===== src/rtl/vga_timing_gen.sv =====
// -----------------------------------------------------------------------------
// vga_timing_gen
//   VGA raster timing generator, 640x480@60 by default. Free-running
//   full-raster X/Y counters (sync and porches included, so the visible area
//   starts at X = H_SYNC+H_BACK, Y = V_SYNC+V_BACK). The generator also
//   produces sync, blank, the DAC pixel clock and one-cycle pixel/line/frame
//   strobes that pace the downstream sprite-buffer stages.
//
// Ports
//   CLK          in   system clock (single domain)
//   reset_n      in   asynchronous active-low reset
//   enable       in   1 = raster runs, 0 = freeze (counters hold, strobes low)
//   X_VGA        out  raster column 0..H_TOTAL-1
//   Y_VGA        out  raster line   0..V_TOTAL-1
//   X_ATIVO      out  column relative to the active area, 0 outside it
//   Y_ATIVO      out  line relative to the active area, 0 outside it
//   VGA_HS       out  horizontal sync, active low
//   VGA_VS       out  vertical sync, active low
//   VGA_BLANK_N  out  1 inside the active area
//   VGA_SYNC_N   out  constant 0 (composite sync unused)
//   VGA_CLK      out  pixel clock, high for the first half of each pixel period
//   PIXEL_TICK   out  one-CLK pulse after every raster advance
//   LINE_START   out  one-CLK pulse when X wrapped to 0
//   FRAME_START  out  one-CLK pulse when X and Y both wrapped to 0
//
// Every output except VGA_SYNC_N is a flop; the decode is done on the next
// counter values so each output is coherent with X_VGA/Y_VGA in the same cycle.
// -----------------------------------------------------------------------------
module vga_timing_gen #(
  parameter int CLK_DIV  = 2,
  parameter int H_SYNC   = 96,
  parameter int H_BACK   = 48,
  parameter int H_ACTIVE = 640,
  parameter int H_FRONT  = 16,
  parameter int V_SYNC   = 2,
  parameter int V_BACK   = 33,
  parameter int V_ACTIVE = 480,
  parameter int V_FRONT  = 10
) (
  input  logic       CLK,
  input  logic       reset_n,
  input  logic       enable,
  output logic [9:0] X_VGA,
  output logic [9:0] Y_VGA,
  output logic [9:0] X_ATIVO,
  output logic [9:0] Y_ATIVO,
  output logic       VGA_HS,
  output logic       VGA_VS,
  output logic       VGA_BLANK_N,
  output logic       VGA_SYNC_N,
  output logic       VGA_CLK,
  output logic       PIXEL_TICK,
  output logic       LINE_START,
  output logic       FRAME_START
);

  localparam int H_TOTAL = H_SYNC + H_BACK + H_ACTIVE + H_FRONT;
  localparam int V_TOTAL = V_SYNC + V_BACK + V_ACTIVE + V_FRONT;

  // Divider width: a 1-bit counter is kept even for CLK_DIV=1 (it stays at 0).
  localparam int DIV_W = (CLK_DIV > 1) ? $clog2(CLK_DIV) : 1;
  localparam logic [DIV_W-1:0] DIV_LAST = DIV_W'(CLK_DIV - 1);
  // VGA_CLK high while div < ceil(CLK_DIV/2); one extra bit so the constant
  // always fits regardless of CLK_DIV.
  localparam logic [DIV_W:0]   DIV_HALF = (DIV_W + 1)'((CLK_DIV + 1) / 2);

  localparam logic [9:0] H_LAST = 10'(H_TOTAL - 1);
  localparam logic [9:0] V_LAST = 10'(V_TOTAL - 1);

  // Region bounds are compared in 11 bits: an active area ending exactly at
  // a 1024-wide raster would not fit the 10-bit counter range.
  localparam logic [10:0] HS_END = 11'(H_SYNC);
  localparam logic [10:0] VS_END = 11'(V_SYNC);
  localparam logic [10:0] HA_BEG = 11'(H_SYNC + H_BACK);
  localparam logic [10:0] VA_BEG = 11'(V_SYNC + V_BACK);
  localparam logic [10:0] HA_END = 11'(H_SYNC + H_BACK + H_ACTIVE);
  localparam logic [10:0] VA_END = 11'(V_SYNC + V_BACK + V_ACTIVE);
  localparam logic [9:0]  HA_OFS = 10'(H_SYNC + H_BACK);
  localparam logic [9:0]  VA_OFS = 10'(V_SYNC + V_BACK);

  logic [DIV_W-1:0] div_q, div_d;
  logic [9:0]       x_q, x_d;
  logic [9:0]       y_q, y_d;
  logic [9:0]       x_ativo_q, x_ativo_d;
  logic [9:0]       y_ativo_q, y_ativo_d;
  logic             hs_q, hs_d;
  logic             vs_q, vs_d;
  logic             blank_n_q, blank_n_d;
  logic             vga_clk_q, vga_clk_d;
  logic             pixel_tick_q, pixel_tick_d;
  logic             line_start_q, line_start_d;
  logic             frame_start_q, frame_start_d;

  logic tick;
  logic x_wrap;
  logic y_wrap;
  logic h_active;
  logic v_active;

  always_comb begin
    // NOTE: every signal written here gets a default first, so no path
    // through the block leaves one unassigned and no latch is inferred.
    div_d    = div_q;
    tick     = 1'b0;
    x_d      = x_q;
    y_d      = y_q;
    x_wrap   = (x_q == H_LAST);
    y_wrap   = (y_q == V_LAST);

    // Freezing clears the divider so a resume waits a full pixel period.
    if (!enable) begin
      div_d = '0;
    end else if (div_q == DIV_LAST) begin
      div_d = '0;
      tick  = 1'b1;
    end else begin
      div_d = div_q + 1'b1;
    end

    if (tick) begin
      if (x_wrap) begin
        x_d = '0;
        y_d = y_wrap ? '0 : y_q + 10'd1;
      end else begin
        x_d = x_q + 10'd1;
      end
    end

    // Decode from the next counter values so the registered outputs line up
    // with X_VGA/Y_VGA. When not ticking x_d/y_d equal the held values.
    hs_d      = ({1'b0, x_d} >= HS_END);
    vs_d      = ({1'b0, y_d} >= VS_END);
    h_active  = ({1'b0, x_d} >= HA_BEG) && ({1'b0, x_d} < HA_END);
    v_active  = ({1'b0, y_d} >= VA_BEG) && ({1'b0, y_d} < VA_END);
    blank_n_d = h_active && v_active;
    x_ativo_d = blank_n_d ? (x_d - HA_OFS) : '0;
    y_ativo_d = blank_n_d ? (y_d - VA_OFS) : '0;

    vga_clk_d     = enable && ({1'b0, div_d} < DIV_HALF);
    pixel_tick_d  = tick;
    line_start_d  = tick && x_wrap;
    frame_start_d = tick && x_wrap && y_wrap;
  end

  // NOTE: state is updated with non-blocking assignments so every flop
  // samples the pre-edge values, independent of statement order.
  always_ff @(posedge CLK or negedge reset_n) begin
    if (!reset_n) begin
      div_q         <= '0;
      x_q           <= '0;
      y_q           <= '0;
      x_ativo_q     <= '0;
      y_ativo_q     <= '0;
      hs_q          <= 1'b0;
      vs_q          <= 1'b0;
      blank_n_q     <= 1'b0;
      vga_clk_q     <= 1'b0;
      pixel_tick_q  <= 1'b0;
      line_start_q  <= 1'b0;
      frame_start_q <= 1'b0;
    end else begin
      div_q         <= div_d;
      x_q           <= x_d;
      y_q           <= y_d;
      x_ativo_q     <= x_ativo_d;
      y_ativo_q     <= y_ativo_d;
      hs_q          <= hs_d;
      vs_q          <= vs_d;
      blank_n_q     <= blank_n_d;
      vga_clk_q     <= vga_clk_d;
      pixel_tick_q  <= pixel_tick_d;
      line_start_q  <= line_start_d;
      frame_start_q <= frame_start_d;
    end
  end

  assign X_VGA       = x_q;
  assign Y_VGA       = y_q;
  assign X_ATIVO     = x_ativo_q;
  assign Y_ATIVO     = y_ativo_q;
  assign VGA_HS      = hs_q;
  assign VGA_VS      = vs_q;
  assign VGA_BLANK_N = blank_n_q;
  assign VGA_SYNC_N  = 1'b0;
  assign VGA_CLK     = vga_clk_q;
  assign PIXEL_TICK  = pixel_tick_q;
  assign LINE_START  = line_start_q;
  assign FRAME_START = frame_start_q;

endmodule

===== config.mk =====
export PLATFORM = sky130hd
export DESIGN_NAME = vga_timing_gen
export DESIGN_NICKNAME = d
export VERILOG_FILES = /design/src/rtl/vga_timing_gen.sv
export SDC_FILE = /design/constraint.sdc
export NUM_CORES = 1
export LEC_CHECK = 0
export ABC_AREA = 1
export CORE_MARGIN = 2
export CORE_UTILIZATION = 56
export DETAILED_ROUTE_END_ITERATION = 8
export DONT_BUFFER_PORTS = 1
export PLACE_DENSITY_LB_ADDON = 0.1
export SETUP_SLACK_MARGIN = 0.2
export SLEW_MARGIN = 10
export SYNTH_ARGS = -nofsm -noshare
export SYNTH_HDL_FRONTEND = slang
export SYNTH_SLANG_ARGS = --single-unit

===== constraint.sdc =====
create_clock -name CLK -period 2.86 [get_ports CLK]
set_input_delay 0.286 -clock CLK [delete_from_list [all_inputs] [get_ports CLK]]
set_output_delay 0.286 -clock CLK [all_outputs]
set_load 0.005 [all_outputs]

After elaboration in Yosys (flattened, before gate mapping) --
Index checks and enable logic that the tools add are counted.
Storage, ports and cells: flip-flop bits (word level) 48, memories 0, latch bits 0, RAM bits 0, bits in read-only memories 0, logic and storage cells 43
Operators by class: magnitude comparators 7, div/mod/pow operators 0, add/subtract/negate cells 5, multipliers 0, muxes and demuxes 11, reduce and logical (&&, ||, !) cells 6, bitwise logic cells 0, equality and inequality tests 2, shifts and indexed selects 0
Operators by type and width (count):
- $mux W10 | 7
- $add A10 B1 Y10 const B | 2
- $eq A10 B10 Y1 const B | 2
- $lt A10 B10 Y1 const B | 2
- $ge A10 B2 Y1 const B | 1
- $ge A10 B6 Y1 const B | 1
- $ge A10 B7 Y1 const B | 1
- $ge A10 B8 Y1 const B | 1
- $sub A10 B6 Y10 const B | 1
- $sub A10 B8 Y10 const B | 1
- $logic_and A1 B1 Y1 | 6
- $mux W1 | 4
- $add A1 B1 Y1 const B | 1
- $lt A1 B1 Y1 const B | 1

Logic depth before layout (Yosys ltp) --
Gate-level depths: netlist (run 1).
depth after elaboration 8, depth in mapped cells 18

Worst setup path after synthesis (run 1) --
No wires, ideal clock.
path kind register to register, from register x_q[0] (netlist: X_VGA[0]), to register y_ativo_q[0] (netlist: Y_ATIVO[0]), buffers on the path 2, arrival 2.394 ns, library setup time 0.125 ns, path slack 0.341 ns, cell stages (with the launch flop) 18, clock period less this slack 2.519 ns, cells stage by stage dfrtp_1 > ha_1 > nand2_2 > nor2_2 > nand2_2 > nor2_4 > buf_6 > o21ai_0 > ha_1 > inv_1 > nand3_1 > nor2_1 > nand2_1 > nand2_2 > nand2_2 > nand4_2 > buf_6 > nor2_2
Between the ends: word-level cells in the longest chain between the ends 7, elaborated cells on any way between the ends 15, those cells by class 2 x add/sub; 4 x order compare; 1 x eq/ne; 5 x mux; 3 x reduce/logical
Ends and longest elaborated chain:
- start, declared | line 82 | logic [9:0] x_q, x_d;
- start signal, assigned | line 150 | x_q <= '0;
- start signal, assigned | line 163 | x_q <= x_d;
- $eq A10 B10 Y1 (*) | line 107 | x_wrap = (x_q == H_LAST);
- $mux W10 (*) | line 121 | if (x_wrap) begin
- $mux W10 (*) | line 120 | if (tick) begin
- net y_d[1] | line 83 | logic [9:0] y_q, y_d;
- $ge A10 B6 Y1 or $lt A10 B10 Y1 (tied branches) | line 134 | v_active = ({1'b0, y_d} >= VA_BEG) && ({1'b0, y_d} < VA_END);
- $logic_and A1 B1 Y1 (*) | line 134
- $logic_and A1 B1 Y1 (*) | line 135 | blank_n_d = h_active && v_active;
- $mux W10 (*) | line 137 | y_ativo_d = blank_n_d ? (y_d - VA_OFS) : '0;
- net y_ativo_d[0] | line 85 | logic [9:0] y_ativo_q, y_ativo_d;
- end signal, assigned | line 166 | y_ativo_q <= y_ativo_d;
- end, declared | line 85
Mark *: on every way through the listed nets, which the timed path passes. The rest lies on a longest branch.

Final worst setup path (run 1) --
from register x_q[1] (netlist: X_VGA[1]), to register x_ativo_q[9] (netlist: X_ATIVO[9])
Between the ends: word-level cells in the longest chain between the ends 7, elaborated cells on any way between the ends 15, those cells by class 2 x add/sub; 4 x order compare; 1 x eq/ne; 5 x mux; 3 x reduce/logical
Ends and longest elaborated chain:
- $eq A10 B10 Y1 (*) | line 107
- $mux W10 (*) | line 121
- $mux W10 (*) | line 120
- net y_d[1] | line 83
- $ge A10 B6 Y1 or $lt A10 B10 Y1 (tied branches) | line 134
- $logic_and A1 B1 Y1 (*) | line 134
- $logic_and A1 B1 Y1 (*) | line 135
- $mux W10 (*) | line 136 | x_ativo_d = blank_n_d ? (x_d - HA_OFS) : '0;
- net x_ativo_d[9] | line 84 | logic [9:0] x_ativo_q, x_ativo_d;
- end signal, assigned | line 165 | x_ativo_q <= x_ativo_d;
- end, declared | line 84
Marked as above.

==> results of run 1 <==
[sequential cells by signal, summed over array words and instances (netlist names), 10 cells and up]
name	count
X_VGA	10
Y_ATIVO	10
Y_VGA	10
X_ATIVO	10
[layout make-up]
| type | count | area share (%) |
|---|---|---|
| clock inverter | 2 | 0.5625 |
| tap | 52 | 2.250 |
| clock buffer | 6 | 2.856 |
| timing repair buffer | 11 | 4.068 |
| sequential | 47 | 40.76 |
| inverter | 45 | 5.842 |
| multi-input combinational | 214 | 43.66 |
[report_power, final]
part	internal, uW	switching, uW
Sequential	712	72.6
Clock	198	238
Combinational	110	230
[worst paths after layout]
path	start	to	depth (start not counted)	slack [ns]
worst min-delay path	enable	div_q$_DFF_PN0_	2	0.07
worst max-delay path	X_VGA[1]$_DFF_PN0_	X_ATIVO[9]$_DFF_PN0_	17	0.41
worst max register to register	X_VGA[1]$_DFF_PN0_	X_ATIVO[9]$_DFF_PN0_	17	0.41
worst min register to register	div_q$_DFF_PN0_	div_q$_DFF_PN0_	1	0.49
min in group asynchronous	reset_n	X_VGA[5]$_DFF_PN0_	2	0.49
max in group asynchronous	reset_n	Y_VGA[0]$_DFF_PN0_	2	2.14
[through the flow]
stage                     worst slack (ns)  area, sq um  cells  hold slack [ns]  util [%]
after global routing                0.1775         2892    377          0.06263     65.06
after floorplan                     0.3408         2640    312        -0.009591         -
after CTS                           0.2753         2839    374          0.05617     63.88
final                               0.4143         2892    377          0.06640     65.06
after global placement              0.3009         2695    363        -0.008473     60.64
after detailed placement            0.2128         2695    363        -0.008479     60.64
[timing repair]
action | in CTS | in global routing
hold buffers | 2 | 0
pin swaps | 1 | 3
endpoints found under the setup margin | 5 | 21
endpoints found under the hold margin | 47 | 0
setup buffers | 1 | 3
gates resized for setup | 0 | 9
[routing by layer]
layer | vias to the layer above | track usage, %
li1 | 983 | -
met4 | 0 | 12.35
met5 | - | 0
met2 | 48 | 36.97
met3 | 16 | 7.320
met1 | 899 | 24.78
[cells by family after synthesis]
group,count (synthesis)
xor+xnor,13
flops,47
other cells,1
buf+inv,51
simple gates,181
compound gates,11
fa+ha+maj,8
[worst max-delay path, delay by kind of cell, from the launching register on]
kind	cells	cell delay, ns
flip-flops	1	0.41
AO/OA/AOI/OAI	1	0.14
AND/OR/NAND/NOR	12	1.18
buffers and inverters	2	0.24
adder cells (fa/ha/maj)	2	0.42
[layout by cell type (no fill, tap or decap)]
cell type,Yosys,layout
xor2_1,10,9
nor3_1,1,1
xor2_2,0,1
nand2_4,4,6
nor2_4,4,4
dfrtp_1,47,45
nand3_1,31,30
dfrtp_2,0,2
a31o_2,1,1
o21ai_1,0,1
conb_1,1,1
o21bai_1,3,3
dlygate4sd3_1,0,1
inv_2,8,8
nor2_8,1,1
nand4_2,2,2
nor2_2,22,23
buf_16,0,1
nand3_2,4,5
inv_1,37,37
a21oi_1,3,3
xnor2_1,3,3
a21o_1,1,1
buf_12,0,1
ha_2,0,1
o21ai_2,2,2
buf_4,2,8
nand2_1,63,63
clkinvlp_4,0,1
nand2_2,12,10
clkbuf_8,0,6
nor2_1,30,29
nand4_1,7,7
clkinv_4,0,1
ha_1,8,7
==> impl_metrics.yaml, run 1 <==
synth:
  synth_compound_area_share_pct: 2.891
  synthMostInstantiatedCell: "nand2_1"
  synth.avg_cell_area_sq_um: 8.462
  synth_top_family_by_area: "simple AND/OR/NAND/NOR gates"
  yosys-top-cells-count: "63 x nand2_1, 47 x dfrtp_1, 37 x inv_1, 31 x nand3_1, 30 x nor2_1"
  synthTopCellsByArea: "dfrtp_1 45%, nand2_1 9.0%, nand3_1 5.9%"
  ys_async_sr_fraction_pct: 100.0
  synth_area_sq_mm: 0.002640
  yosys.area.top_type: "dfrtp_1"
  synth_edf_count: 0
  synthMuxAreaShare_pct: 0
  synth_nets: 323
  synth_top_cell_area_share_pct: 44.55
  synth_fa_ha_area_share_pct: 3.791
  ys.flop_type: "dfrtp_1"
  synth_xor_area_share_pct: 4.313
  synthSimpleGateAreaFrac_pct: 35.64
  yosysUniqueCellTypes: 27
  synth_seq_cells: 47
  yosysSeqAreaShare_pct: 44.55
  syn_inst: 312
  yosysWarningCount: 0
grt:
  grt_start_max_net_pins: 48
  antenna_found_initial: 0
  grt_pass1_vias: 1938
  overflow: 0
  grt_first_pass_wirelength_microns: 8928
  gr-usage-all-layers_pct: 22.13
setup_path:
  endpoint_kind: "flip-flop"
  critPathKind: "reg -> reg"
  slowest_delay_ns: 0.41
  cp-start-kind: "flip-flop"
  path_cells: "ha_1 > nand2_2 > nor2_2 > nand2_2 > nor2_4 > nand3_1 > o21ai_1 > ha_2 > inv_1 > nand3_1 > nor2_1 > nand2_1 > nand2_2 > nand2_2 > nand4_2 > buf_12 > nor2_2"
  cp.arrival_ns: 2.69
  critical_path.max_fanout: 21
  cp.required_ns: 3.11
  crit_path_frequent_cell: "nand2_2"
  crit_slowest_cell: "dfrtp_2"
detailed_routing:
  vias: 1946
  met3_length_microns: 282
  postRouteWirelength_microns: 5330
  drt-pass1-iter-count: 4
  wl_per_cell_microns: 14.14
  drtIter0Drc: 80
  wl_met2_microns: 2687
  drc: 0
  top_layer: "met4"
  vias_per_cell: 5.162
  postRouteAntennaNets: 0
  met1_length_microns: 2172
place:
  dp_hpwl_microns: 3835
  gp_congestion: 0.8431
  io_buffers: 0
finish:
  nets: 335
  syn_to_final_growth_pct: 9.526
  fillers: 370
  drive_gt1_share_pct: 25.85
  multiInputGateArea_sq_mm: 0.001262
  num_antenna_cells: 0
  regArea_sq_mm: 0.001179
die:
  die_h_microns: 72.66
  coreArea_sq_mm: 0.004444
  start_util_pct: 59.40
  die_area_sq_mm: 0.005279
  fp-row-count: 24
  fp.dieW_microns: 72.66
  io_pins: 51
run:
  cap_violations: 0
power:
  p_per_area_mw_per_mm2: 539.6
  ir_drop_v: 0.0002829
  leakagePower_uw: 0.001458
  power.total_uw: 1560
cts:
  insertion_delay_ns: 0.31
  cts_buffers: 5
  clockBufferDepth: 2
  root_buffer: "clkbuf_8"
  clk_pin_slew_ns: 0.09
  tritoncts: "done"
  clock-sinks: 47
  cts.htree.levels: 2
timing:
  fin_crit_sh_pct: 85.52
  hold_viol: 0
  max_freq_mhz: 408.9
  fin_crit_ns: 2.446
  slew_violations: 0
  tns_ns: 0
  rsz0062_at_grt: "no"
  setup_viol: 0
  finClkSkew_ns: 0.008037
min_path:
  min_path_type: "in -> reg"
run_status:
  status: "finished clean"
No activity file was read; power rests on OpenSTA's default activity.
==> run 2, diff against run 1 <==
--- a/config.mk
+++ b/config.mk
@@ -7,7 +7,7 @@
 export LEC_CHECK = 0
 export ABC_AREA = 1
 export CORE_MARGIN = 2
-export CORE_UTILIZATION = 56
+export CORE_UTILIZATION = 63
 export DETAILED_ROUTE_END_ITERATION = 8
 export DONT_BUFFER_PORTS = 1
 export PLACE_DENSITY_LB_ADDON = 0.1
==> run 2 against run 1 <==
Fmax fell by 1.1%. Design area rose by 3.4%. Sequential share of layout area fell by 1.3 points. Combinational power rose by 8.5%. Die area fell by 11%. Non-clock buffer count rose by 5. Flip-flop and latch count did not move. Sequential power rose by 1%. Wire length rose by 9.1%. Total power rose by 5.3%. Critical path depth did not move. Utilization rose by 9.1 points. Largest power group unchanged.
==> impl_metrics.yaml, run 2 (same netlist as run 1, synthesis figures left out) <==
run_status:
  status: "finished clean"
die:
  coreArea_sq_mm: 0.004029
  die_area_sq_mm: 0.004725
  fp-row-count: 23
  io_pins: 51
  die_h_microns: 68.74
  fp.dieW_microns: 68.74
  start_util_pct: 65.53
timing:
  setup_viol: 0
  fin_crit_ns: 2.472
  tns_ns: 0
  rsz0062_at_grt: "no"
  max_freq_mhz: 404.6
  finClkSkew_ns: 0.004451
  slew_violations: 0
  fin_crit_sh_pct: 86.43
  hold_viol: 0
cts:
  clock-sinks: 47
  cts.htree.levels: 2
  clockBufferDepth: 2
  cts_buffers: 5
  insertion_delay_ns: 0.31
  tritoncts: "done"
  clk_pin_slew_ns: 0.09
  root_buffer: "clkbuf_8"
setup_path:
  slowest_delay_ns: 0.43
  critical_path.max_fanout: 7
  crit_slowest_cell: "dfrtp_2"
  critPathKind: "reg -> reg"
  crit_path_frequent_cell: "nand2_2"
  cp.required_ns: 3.10
  endpoint_kind: "flip-flop"
  path_cells: "ha_4 > nand2_2 > nor2_4 > nand2_2 > nor2_4 > nand3_1 > o21ai_0 > ha_1 > inv_1 > nand3_1 > nor2_2 > nand2_1 > nand2_2 > nand2_2 > nand4_4 > clkbuf_16 > nor2_2"
  cp-start-kind: "flip-flop"
  cp.arrival_ns: 2.71
finish:
  syn_to_final_growth_pct: 13.22
  drive_gt1_share_pct: 28.27
  nets: 340
  layout_common_cells: "63 x nand2_1, 44 x dfrtp_1, 36 x inv_1, 30 x nand3_1, 27 x nor2_1"
  num_antenna_cells: 0
  mostFrequentLayoutCell: "nand2_1"
  fillers: 298
power:
  power.total_uw: 1643
  p_seq_share_pct: 48.3
  switching_share_pct: 33.77
  clockPowerShare_pct: 29.2
  p_comb_share_pct: 22.5
  p_per_area_mw_per_mm2: 549.6
  ir_drop_v: 0.0002885
  p_int_uw: 1088
  leakagePower_uw: 0.001500
  switchingPower_uw: 554.9
detailed_routing:
  wl_per_cell_microns: 15.34
  drt-pass1-iter-count: 4
  drc: 0
  postRouteAntennaNets: 0
  postRouteWirelength_microns: 5813
  drtIter0Drc: 142
  vias_per_cell: 5.507
  vias: 2087
grt:
  grt_first_pass_wirelength_microns: 8804
  antenna_found_initial: 0
  overflow: 0
  grt_start_max_net_pins: 48
  grt_pass1_vias: 1871
  gr-usage-all-layers_pct: 25.91
place:
  dp_hpwl_microns: 3865
  gp_congestion: 0.7900
  io_buffers: 0
min_path:
  min_path_type: "in -> reg"
run:
  cap_violations: 0
run 2: path summary, 6_finish.rpt:
| kind | startpoint | endpoint | slack, ns | cells after the start |
|---|---|---|---|---|
| max in group asynchronous | reset_n | X_VGA[7]$_DFF_PN0_ | 2.16 | 2 |
| min reg2reg | div_q$_DFF_PN0_ | div_q$_DFF_PN0_ | 0.49 | 1 |
| min | enable | div_q$_DFF_PN0_ | 0.08 | 2 |
| max | X_VGA[1]$_DFF_PN0_ | X_ATIVO[0]$_DFF_PN0_ | 0.39 | 17 |
| min in group asynchronous | reset_n | X_VGA[3]$_DFF_PN0_ | 0.48 | 2 |
| max reg2reg | X_VGA[1]$_DFF_PN0_ | X_ATIVO[0]$_DFF_PN0_ | 0.39 | 17 |
run 2: power by group through the flow:
stage / Clock [uW] / Combinational, uW / Sequential, uW
CTS: 490 / 340 / 786
global placement: 0 / 315 / 796
detailed placement: 0 / 318 / 800
global route: 514 / 417 / 805
finish: 480 / 369 / 793
floorplan: 0 / 252 / 785
run 2: worst max-delay path: cells and delay by family (launching register included):
| family | cells | cell delay [ns] |
|---|---|---|
| flip-flops | 1 | 0.43 |
| adder cells (fa/ha/maj) | 2 | 0.38 |
| AO/OA/AOI/OAI | 1 | 0.12 |
| buffers and inverters | 2 | 0.26 |
| AND/OR/NAND/NOR | 12 | 1.20 |
run 2: timing repair:
| action | 4_1_cts | 5_1_grt |
|---|---|---|
| buffers inserted | 0 | 7 |
| endpoints found under the hold margin | 47 | 0 |
| gates resized for setup | 0 | 16 |
| hold buffers | 2 | 0 |
| setup endpoints to repair | 0 | 21 |
run 2: final cells by class:
type / instances / area [sq um] / share of cell area, %
well taps: 50 / 62.56 / 2.093
multi-input cells: 214 / 1295 / 43.32
flip-flops and latches: 47 / 1180 / 39.47
clock inverters: 2 / 37.54 / 1.256
clock buffers: 5 / 68.82 / 2.302
repair buffers: 16 / 176.4 / 5.902
inverters: 45 / 168.9 / 5.651
run 2: metal layers:
| layer | up-vias | GRT usage, % | wire length (microns) |
|---|---|---|---|
| li1 | 999 | - | - |
| met1 | 1007 | 28.57 | 2281 |
| met2 | 70 | 45.67 | 3051 |
| met3 | 11 | 7.630 | 363 |
| met4 | 0 | 12.01 | 116 |
| met5 | - | 0 | 0 |
run 2: stage by stage:
| stage | hold slack [ns] | utilization (%) | setup slack (ns) | std cells | cell area [sq um] |
|---|---|---|---|---|---|
| floorplan | -0.009591 | - | 0.3408 | 312 | 2640 |
| global placement | -0.008669 | 66.83 | 0.3057 | 361 | 2693 |
| detailed placement | -0.008343 | 66.83 | 0.2540 | 361 | 2693 |
| CTS | 0.07021 | 70.40 | 0.2197 | 370 | 2836 |
| global route | 0.08912 | 74.19 | 0.1970 | 379 | 2989 |
| finish | 0.07681 | 74.19 | 0.3881 | 379 | 2989 |
==> run 3, diff against run 2 <==
--- a/config.mk
+++ b/config.mk
@@ -7,7 +7,7 @@
 export LEC_CHECK = 0
 export ABC_AREA = 1
 export CORE_MARGIN = 2
-export CORE_UTILIZATION = 63
+export CORE_UTILIZATION = 68
 export DETAILED_ROUTE_END_ITERATION = 8
 export DONT_BUFFER_PORTS = 1
 export PLACE_DENSITY_LB_ADDON = 0.1
==> constraint.sdc (replaced) <==
create_clock -name CLK -period 3.1 [get_ports CLK]
set_input_delay 0.31 -clock CLK [delete_from_list [all_inputs] [get_ports CLK]]
set_output_delay 0.31 -clock CLK [all_outputs]
set_load 0.005 [all_outputs]
==> run 3 against run 2 <==
Sequential power decreased by 7.4%. Clock-buffer cell count grew 1. Via count decreased by 1.7%. Flip-flop and latch count did not move. Clock skew hardly changed. Global-route usage is 1.7 points higher. Fmax is 7.1% lower. Register-to-register slack better by 0.05 ns. Hold slack improved by 0.027 ns. Critical endpoint unchanged. Largest power group unchanged. Highest routed layer unchanged.
==> impl_metrics.yaml, run 3 (same netlist as run 1, synthesis figures left out) <==
cts:
  clockBufferDepth: 2
  clock-sinks: 47
  root_buffer: "clkbuf_8"
  cts.htree.levels: 2
  clk_pin_slew_ns: 0.09
  cts_buffers: 5
  insertion_delay_ns: 0.30
  tritoncts: "done"
die:
  fp.dieW_microns: 66.31
  die_area_sq_mm: 0.004397
  io_pins: 51
  die_h_microns: 66.31
  coreArea_sq_mm: 0.003689
  start_util_pct: 71.57
  fp-row-count: 22
setup_path:
  critPathKind: "reg -> reg"
  crit_end: "X_ATIVO[0]$_DFF_PN0_"
  rr_startpoint: "X_VGA[0]$_DFF_PN0_"
  reg2reg_to: "X_ATIVO[0]$_DFF_PN0_"
  crit_path_start: "X_VGA[0]$_DFF_PN0_"
  rr_worst_depth: 16
  cp.arrival_ns: 2.90
  cp.required_ns: 3.34
  critical_path.max_fanout: 17
  endpoint_kind: "flip-flop"
  rrSetupSlack_ns: 0.44
  cp-start-kind: "flip-flop"
timing:
  max_freq_mhz: 376.0
  fin_crit_sh_pct: 85.79
  slew_violations: 0
  hold_ws_ns: 0.1038
  finClkSkew_ns: 0.004536
  setup_viol: 0
  tns_ns: 0
  hold_viol: 0
  fin_crit_ns: 2.660
  rsz0062_at_grt: "no"
grt:
  grt_first_pass_wirelength_microns: 9094
  grt_pass1_vias: 1971
  grt_start_max_net_pins: 48
  overflow: 0
  antenna_found_initial: 0
  gr-usage-all-layers_pct: 27.63
finish:
  drive_gt1_share_pct: 24.31
  syn_to_final_growth_pct: 9.526
  nets: 335
  num_antenna_cells: 0
  layout_common_cells: "63 x nand2_1, 45 x dfrtp_1, 37 x inv_1, 31 x nand3_1, 30 x nor2_1"
  mostFrequentLayoutCell: "nand2_1"
  fillers: 245
power:
  p_per_area_mw_per_mm2: 548.0
  leakagePower_uw: 0.001452
  ir_drop_v: 0.0003060
place:
  io_buffers: 0
  gp_congestion: 0.8367
  dp_hpwl_microns: 3951
detailed_routing:
  vias: 2051
  postRouteWirelength_microns: 5758
  vias_per_cell: 5.499
  drtIter0Drc: 181
  drt-pass1-iter-count: 4
  wl_per_cell_microns: 15.44
  postRouteAntennaNets: 0
  drc: 0
run_status:
  status: "finished clean"
run:
  cap_violations: 0
min_path:
  min_path_type: "in -> reg"
## run 3: timing repair
item	4_1_cts	5_1_grt
setup endpoints to repair	0	17
hold buffers	2	0
hold endpoints to repair	47	0
buffers inserted	0	4
resized for setup	0	2
## run 3: how the worst min path moves through the flow
| stage | startpoint | end | slack (ns) | cells past startpoint |
|---|---|---|---|---|
| 2_1_floorplan | reset_n | FRAME_START$_DFF_PN0_ | 0.01 | 0 |
| 3_3_place_gp | reset_n | X_VGA[1]$_DFF_PN0_ | 0.02 | 0 |
| 3_5_place_dp | reset_n | X_VGA[1]$_DFF_PN0_ | 0.02 | 0 |
| 4_1_cts | enable | div_q$_DFF_PN0_ | 0.1 | 2 |
| 5_1_grt | enable | div_q$_DFF_PN0_ | 0.09 | 2 |
| 6_report | enable | div_q$_DFF_PN0_ | 0.10 | 2 |
## run 3: cell type report
cell class | count | area, sq um | area share, %
clock inverters | 2 | 60.06 | 2.077
multi-input cells | 215 | 1241 | 42.93
clock buffers | 6 | 72.57 | 2.510
inverters | 45 | 168.9 | 5.842
repair buffers | 10 | 110.1 | 3.808
well taps | 48 | 60.06 | 2.077
flip-flops and latches | 47 | 1179 | 40.76
## run 3: critical path: stages, from the launching register on
cell and delay (ns):
dfrtp_2 0.47, ha_1 0.25, nand2_2 0.12, inv_2 0.04, nand2_1 0.09, nor2_4 0.06, nand2_2 0.16, nand2_1 0.16
ha_1 0.29, nand2_1 0.09, nand2_1 0.08, nand2_1 0.07, nor2_1 0.04, a21oi_1 0.19, nand4_2 0.18, buf_12 0.20
nor2_2 0.09
## run 3: routing by layer
layer / track usage (%) / part of all wire, %
met5: 0 / 0
met4: 11.99 / 2.8
met3: 8.177 / 6.8
met2: 48.63 / 51
met1: 30.68 / 40
## run 3: through the flow
step / setup WS [ns] / instances / util [%] / power, uW / area, sq um
global placement: 0.4219 / 358 / 72.73 / 1021 / 2683
finish: 0.4405 / 373 / 78.39 / 1585 / 2892
detailed placement: 0.2809 / 358 / 72.73 / 1031 / 2683
floorplan: 0.5808 / 312 / - / 956.7 / 2640
global route: 0.2645 / 373 / 78.39 / 1667 / 2892
CTS: 0.2440 / 368 / 77.34 / 1578 / 2853
## run 3: power by group
| group | internal [uW] | switching (uW) | total, uW |
|---|---|---|---|
| logic | 98.7 | 221 | 320 |
| clock network | 322 | 208 | 530 |
| registers | 657 | 76.5 | 734 |
| total | 1080 | 506 | 1580 |
